File: config.mk
export PLATFORM = sky130hd
export DESIGN_NAME = gerador_bits_1_flat
export DESIGN_NICKNAME = d
export VERILOG_FILES = /design/src/rtl/gerador_bits_1_if.sv /design/src/rtl/gerador_bits_1.sv /design/src/flat_wrapper.sv
export SDC_FILE = /design/constraint.sdc
export NUM_CORES = 1
export LEC_CHECK = 0
export BUFFER_PORTS_ARGS = -buffer_cell sky130_fd_sc_hd__buf_2
export CAP_MARGIN = 20
export CORE_AREA = 2 2 39 41
export CTS_CLUSTER_DIAMETER = 60
export CTS_CLUSTER_SIZE = 14
export DETAILED_ROUTE_END_ITERATION = 12
export DIE_AREA = 0 0 41 43
export PLACE_DENSITY_LB_ADDON = 0.25
export SYNTH_ARGS = -nofsm -noshare
export SYNTH_HDL_FRONTEND = slang
export SYNTH_SLANG_ARGS = --single-unit
export TNS_END_PERCENT = 50
File: constraint.sdc
create_clock -name clk -period 4.7 [get_ports clk]
set_clock_uncertainty 0.1 [all_clocks]
set_input_delay 0 -clock clk [delete_from_list [all_inputs] [get_ports clk]]
set_output_delay 0 -clock clk [all_outputs]
set_load 0.005 [all_outputs]
File: src/rtl/gerador_bits_1_if.sv
// ============================================================================
// Module   : gerador_bits_1_if
// Purpose  : Request/serial-stream bundle for the thermometer bit generator.
// Revision : 1.0 - initial release
// ============================================================================
`default_nettype none

interface gerador_bits_1_if #(
    parameter int LARGURA = 8,
    parameter int CW      = $clog2(LARGURA + 1)
);
    logic          inicio;
    logic [CW-1:0] quant_um;
    logic          pronto_rx;
    logic          saida_serial;
    logic          saida_valida;
    logic          ocupado;
    logic          fim;
    logic          erro;

    modport master (
        output inicio,
        output quant_um,
        output pronto_rx,
        input  saida_serial,
        input  saida_valida,
        input  ocupado,
        input  fim,
        input  erro
    );

    modport slave (
        input  inicio,
        input  quant_um,
        input  pronto_rx,
        output saida_serial,
        output saida_valida,
        output ocupado,
        output fim,
        output erro
    );
endinterface

`default_nettype wire

File: src/rtl/gerador_bits_1.sv
// ============================================================================
// Module   : gerador_bits_1
// Purpose  : Serially emits a LARGURA-bit frame holding exactly quant_um ones,
//            LSB-first, ones first (thermometer order).
// Revision : 1.0 - initial release
// ============================================================================
`default_nettype none

module gerador_bits_1 #(
    parameter int LARGURA = 8,
    parameter int CW      = $clog2(LARGURA + 1)
) (
    input  wire logic         clk,
    input  wire logic         rst_n,
    gerador_bits_1_if.slave   bus
);

    localparam int            IW     = $clog2(LARGURA);
    localparam logic [CW-1:0] C_MAX  = CW'(LARGURA);
    localparam logic [IW-1:0] C_ULT  = IW'(LARGURA - 1);

    typedef enum logic [1:0] {
        OCIOSO   = 2'd0,
        ENVIANDO = 2'd1,
        FIM      = 2'd2
    } estado_t;

    estado_t       r_estado;
    estado_t       w_estado_nxt;
    logic [IW-1:0] r_idx;
    logic [IW-1:0] w_idx_nxt;
    logic [CW-1:0] r_n;
    logic [CW-1:0] w_n_nxt;
    logic          r_erro;
    logic          w_erro_nxt;
    logic          w_acima;

    assign w_acima = (bus.quant_um > C_MAX);

    always_ff @(posedge clk or negedge rst_n) begin
        if (!rst_n) begin
            r_estado <= OCIOSO;
            r_idx    <= '0;
            r_n      <= '0;
            r_erro   <= 1'b0;
        end else begin
            r_estado <= w_estado_nxt;
            r_idx    <= w_idx_nxt;
            r_n      <= w_n_nxt;
            r_erro   <= w_erro_nxt;
        end
    end

    always_comb begin
        w_estado_nxt = r_estado;
        w_idx_nxt    = r_idx;
        w_n_nxt      = r_n;
        w_erro_nxt   = r_erro;
        case (r_estado)
            OCIOSO: begin
                if (bus.inicio) begin
                    // Oversized requests saturate to a full frame and flag erro
                    w_n_nxt      = w_acima ? C_MAX : bus.quant_um;
                    w_erro_nxt   = w_acima;
                    w_idx_nxt    = '0;
                    w_estado_nxt = ENVIANDO;
                end
            end
            ENVIANDO: begin
                if (bus.pronto_rx) begin
                    if (r_idx == C_ULT) begin
                        w_estado_nxt = FIM;
                    end else begin
                        w_idx_nxt = r_idx + 1'b1;
                    end
                end
            end
            FIM: begin
                w_estado_nxt = OCIOSO;
            end
            default: begin
                w_estado_nxt = OCIOSO;
            end
        endcase
    end

    // Outputs decode registers only, so an async reset clears them at once
    assign bus.saida_valida = (r_estado == ENVIANDO);
    assign bus.saida_serial = (r_estado == ENVIANDO) && (CW'(r_idx) < r_n);
    assign bus.ocupado      = (r_estado != OCIOSO);
    assign bus.fim          = (r_estado == FIM);
    assign bus.erro         = r_erro;

endmodule

`default_nettype wire

File: src/flat_wrapper.sv
// flat-port wrapper written by rule: the top's interface ports become plain ports
module gerador_bits_1_flat 
#(
    parameter int LARGURA = 8,
    parameter int CW      = $clog2(LARGURA + 1)
)
  (clk, rst_n, bus_inicio, bus_quant_um, bus_pronto_rx, bus_saida_serial, bus_saida_valida, bus_ocupado, bus_fim, bus_erro);
  gerador_bits_1_if #(.LARGURA(LARGURA), .CW(CW)) bus_i ();
  input  wire logic clk;
  input  wire logic rst_n;
  input wire logic [$bits(bus_i.inicio)-1:0] bus_inicio;
  input wire logic [$bits(bus_i.quant_um)-1:0] bus_quant_um;
  input wire logic [$bits(bus_i.pronto_rx)-1:0] bus_pronto_rx;
  output wire logic [$bits(bus_i.saida_serial)-1:0] bus_saida_serial;
  output wire logic [$bits(bus_i.saida_valida)-1:0] bus_saida_valida;
  output wire logic [$bits(bus_i.ocupado)-1:0] bus_ocupado;
  output wire logic [$bits(bus_i.fim)-1:0] bus_fim;
  output wire logic [$bits(bus_i.erro)-1:0] bus_erro;
  assign bus_i.inicio = bus_inicio;
  assign bus_i.quant_um = bus_quant_um;
  assign bus_i.pronto_rx = bus_pronto_rx;
  assign bus_saida_serial = bus_i.saida_serial;
  assign bus_saida_valida = bus_i.saida_valida;
  assign bus_ocupado = bus_i.ocupado;
  assign bus_fim = bus_i.fim;
  assign bus_erro = bus_i.erro;
  gerador_bits_1 #(.LARGURA(LARGURA), .CW(CW)) u_core (.clk(clk), .rst_n(rst_n), .bus(bus_i));
endmodule
Yosys cells after proc, flatten, opt, wreduce, memory -nomap -nowiden
Index checks and enable logic that the tools add are counted.

RAM bits: 0. Memories: 0. Output and inout bits: 5. Register bits after elaboration: 10. Memory bits (read-only): 0. Bits in latches: 0. Input port bits: 8. Logic and storage cells: 30.

Reductions and logical operators: 7. Multiplexer cells: 9. Add/sub/neg operators: 1. $lt $le $gt $ge: 2. Eq/ne operators: 7. Shift-type cells: 0. $mul: 0. Div/mod/pow operators: 0. Bitwise logic cells: 0.

Operators with widths (count): 3-bit two-way mux (3); 2-bit two-way mux (3); 2-bit != test (second input constant) (3); 3-bit one-hot mux with 2 select lines (1); 4-bit greater-than comparator (second input constant) (1); 3-bit by 4-bit < comparator with 1-bit output (1); 4-bit two-way mux (1); 2-bit one-hot mux with 2 select lines (1); 4-bit AND reduction (1); 2-bit nonzero test (2); 3-bit by 1-bit adder with 3-bit output (second input constant) (1); 3-bit equality test (second input constant) (1); 3-bit AND reduction (1); 2-bit by 1-bit equality test with 1-bit output (second input constant) (1); 2-bit equality test (second input constant) (1); 2-bit logical NOT (1); 2-bit by 1-bit != test with 1-bit output (second input constant) (1); 2-bit AND reduction (1); 1-bit logical AND (1).

Depth between registers and ports, before layout
Depth after elaboration: 4. Gate-level depth with buffers: 5. Mapped depth without buffers: 5.

Worst setup path after synthesis
No wires, ideal clock.

Path type: register to register. Start point: register u_core.r_idx[0]. End point: register u_core.r_idx[0]. Data required time: 4.475 ns. Arrival: 1.475 ns. Path slack: 3.000 ns. Stages on the path, launching flop included: 6. Clock period less this slack: 1.700 ns. Path buffers: 0. Setup time: 0.125 ns. Path through: dfrtp_1 ha_1 ha_1 nand3b_1 a21oi_2 mux2_2.

Longest elaborated chain between the ends: 4. Elaborated cells on any way between the ends: 7. Those cells by class: 1 x add/sub; 2 x eq/ne; 3 x mux; 1 x reduce/logical.

RTL lines: from (decl) (line gerador_bits_1.sv:30) `logic [IW-1:0] r_idx;`; from (signal assigned) (line gerador_bits_1.sv:48) `r_idx <= w_idx_nxt;`; 3-bit by 1-bit adder with 3-bit output (line gerador_bits_1.sv:74) `w_idx_nxt = r_idx + 1'b1;`; 3-bit two-way mux (line gerador_bits_1.sv:71) `if (r_idx == C_ULT) begin`; 3-bit two-way mux (line gerador_bits_1.sv:70) `if (bus.pronto_rx) begin`; 3-bit one-hot mux with 2 select lines (line gerador_bits_1.sv:59) `case (r_estado)`.

Several ways; a longest one is shown, not always the timed one. The select of a mux whose other input is x is not followed. A chain may end at the register's enable or synchronous reset.

Final worst setup path
Same ends and word-level chain as after synthesis.

==> results.md <==
* DR vias at roughly 440
* Synth Cell Area at roughly 550 um^2
* Min cycle time layout at around 1.8 ns
* CTS tree: done
* Worst endpoint data arrival time at ~1.9 ns
* Max Slew Vio Count at 0
* Final count of hold timing violations at 0
* Vias/cell at between 4 and 5
* Routed wire per std cell at approximately 12 um
* Syn nets at 65
* Unrepaired setup endpoints after global routing: false
* LEAKAGE at ~0.37 nW
* Post-Synth XOR/XNOR Area at 0%
* Post-synthesis compound-gate area fraction at a little over a tenth
* Post-detail-place hpwl at 766 um
* Final period util at approximately two fifths
* Fmax at roughly 0.55 GHz
* Cells after synthesis at 53
* Endpoint class of the critical path: register
* First-pass GRT wire length at roughly 2000 um
* Initial drt markers at 3
* Most used DFF post-synth: dfrtp_1
* Worst VDD drop at ~0.27 mV
* Slowest stage cell, crit path: dfrtp_1
* Kind of critical path: reg -> reg
* Delay-heaviest family, CP: flip-flops
* Worst endpoint required time at ~4.7 ns
* Post-synth EDFFs at 0
* Antenna violations before repair at 0
* Cell with the most instances after synthesis: dfrtp_1
* Mapped Avg Cell Area at approximately 10 um^2
* # setup viols final at 0
* Core area at around 0.0014 mm^2
* Die W at 41 um
* Synth area leaders: dfrtp_1 (46%), ha_1 (9.2%), nand2b_1 (6.9%), inv_1 (4.1%), nand2_1 (4.1%)
* DRT Pass-1 Iters at 4
* Mux cell area share after synthesis at between 8 and 9%
* Vias in the first global route at roughly 440
* Largest net degree at the start of global routing at 11
* Worst-margin pin slew at around 0.30 ns
* Worst-Skew Late Latency at about 0.26 ns
* GRT Total Usage at about 18%
* Post-DRT Antenna Nets at 0
* Min-Delay Path Class: in -> async
* Post-Synth Adder-Cell Area at around 9.2%
* Max_slew headroom at between 70 and 80%
* Port Buffers at 12
* CTS buffer count at 3
* PD cells at 463 mW/mm^2
* Placer Congestion at approximately 0.75
* WL final at ~1100 um
* Worst path bufs/invs at 0
* Die area at around 0.0018 mm^2
* Synthesized flop and latch total at 10
* Critical-path maximum fanout at 4
* PostCTS Resize Cnt at 0
* Post-synthesis async set-or-reset flop share at between 90% and 100%
* Status: completed
* # clock sinks at 10
* Share of cells above drive strength 1 at 25.3%
* Diodes inserted at 0
* Initial Util at about two fifths
* Syn-to-layout area delta at 31.4%
* Post-synth cell types at 22
* CTS Root Cell: clkbuf_4
* Sequential fraction of the synthesis area at 45.8%
* Row cnt at 14
* Max-capacitance violation count at 0
* Setup tns final at 0 ns
* Post-DP Area at between 600 and 700 um^2
* Yosys top cell by area: dfrtp_1
* Crit path top cell by count: ha_1
* Layout Cells excl Fill at 91
* Largest family of logic cells by synthesized area: simple AND/OR/NAND/NOR gates
* Largest stage delay, worst path at around 0.4 ns
* Synth Area in Simple Gates at 19.7%
* Worst-path cell chain: ha_1 > ha_1 > nand3b_1 > a21oi_2 > mux2_2
* CTS max path bufs at 2
* WHS at 0.0165 ns
* Clk pin slew, worst setup/hold paths at roughly 0.070 ns
* Io pins at 13
* Synth top cells by count: dfrtp_1 (10), inv_1 (6), nand2_1 (6), nand2b_1 (6)
* Design Area, Final at roughly 720 um^2
* Critical Path Start Type: register
* Die H at ~43 um
* Final Power at 0.332 mW
* Post-synth top area share at a little under half
* Drc violations at 0
* Synth warn at 0
* DP Cell Count at 80
* Final Net Count at 89
* CTS HTree Levels at 1
* Grt total ovfl at 0
[sequential cells by signal (all words and copies together) (netlist names)]
signal           flops
u_core.r_estado      2
u_core.bus.erro      1
u_core.r_n           4
u_core.r_idx         3
[metrics by stage]
stage          util [%]  worst slack, ns
2_1_floorplan         -             3.00
3_3_place_gp       44.5             2.95
3_5_place_dp       44.5             2.90
4_1_cts            51.9             2.90
5_1_grt            51.9             2.79
6_report           51.9             2.89
[timing repair]
| action | CTS | global route |
|---|---|---|
| buffers inserted | 0 | 0 |
| endpoints found under the hold margin | 17 | 0 |
| hold buffers | 8 | 0 |
[layer usage]
layer / vias up / track usage [%] / share of wire [%]
li1: 220 / - / -
met1: 212 / 21.3 / 43
met2: 7 / 25.6 / 50
met3: 2 / 7.85 / 4.7
met4: 0 / 10.0 / 2.1
met5: - / 0 / 0
[final timing paths]
kind / from / end / slack [ns] / cells after the start
setup / recovery: u_core.r_idx[0] / u_core.r_idx[0] / 2.89 / 5
max in group asynchronous: rst_n / u_core.r_idx[0] / 4.28 / 2
min in group clk: bus_inicio / u_core.r_idx[2] / 0.07 / 4
hold / removal: rst_n / u_core.r_n[3] / 0.02 / 2
hold reg to reg: u_core.bus.erro / u_core.bus.erro / 0.38 / 2
setup reg to reg: u_core.r_idx[0] / u_core.r_idx[0] / 2.89 / 5
[cells in the final DEF (no fill, tap or decap), drive strengths merged]
cell type	netlist	routed
a21oi	2	2
and2b	1	1
and3	1	1
buf	1	12
clkbuf	0	3
dfrtp	10	10
dlygate4sd3	0	8
ha	4	4
inv	6	6
mux2	2	2
mux2i	2	2
nand2	6	6
nand2b	6	6
nand3b	1	1
nor2	1	1
o21ai	4	4
o21bai	1	1
o311a	1	1
o31ai	1	1
or2	1	1
or2b	1	1
or3b	1	1
[area by class of cell]
type,count,area [um^2]
inverters,6,22.5
fillers,128,666
well taps,16,20.0
flip-flops and latches,10,250
repair buffers,20,140
multi-input cells,36,263
clock buffers,3,22.5
[report_power, final]
part | leakage [nW] | switching, mW | internal [mW] | total (mW)
Combinational | 0.229 | 0.0620 | 0.0734 | 0.135
Sequential | 0.127 | 0.0222 | 0.118 | 0.140
Clock | 0.0138 | 0.0274 | 0.0294 | 0.0569
[kinds of logic (layout without fill, tap and decap cells)]
logic type                 after synthesis  after routing
adders and majority gates                4              4
muxes                                    4              4
buffers and inverters                    7             29
AOI/OAI and AO/OA                        9              9
DFF                                     10             10
and+or+nand+nor                         19             19
No activity file was read; power rests on OpenSTA's default activity.
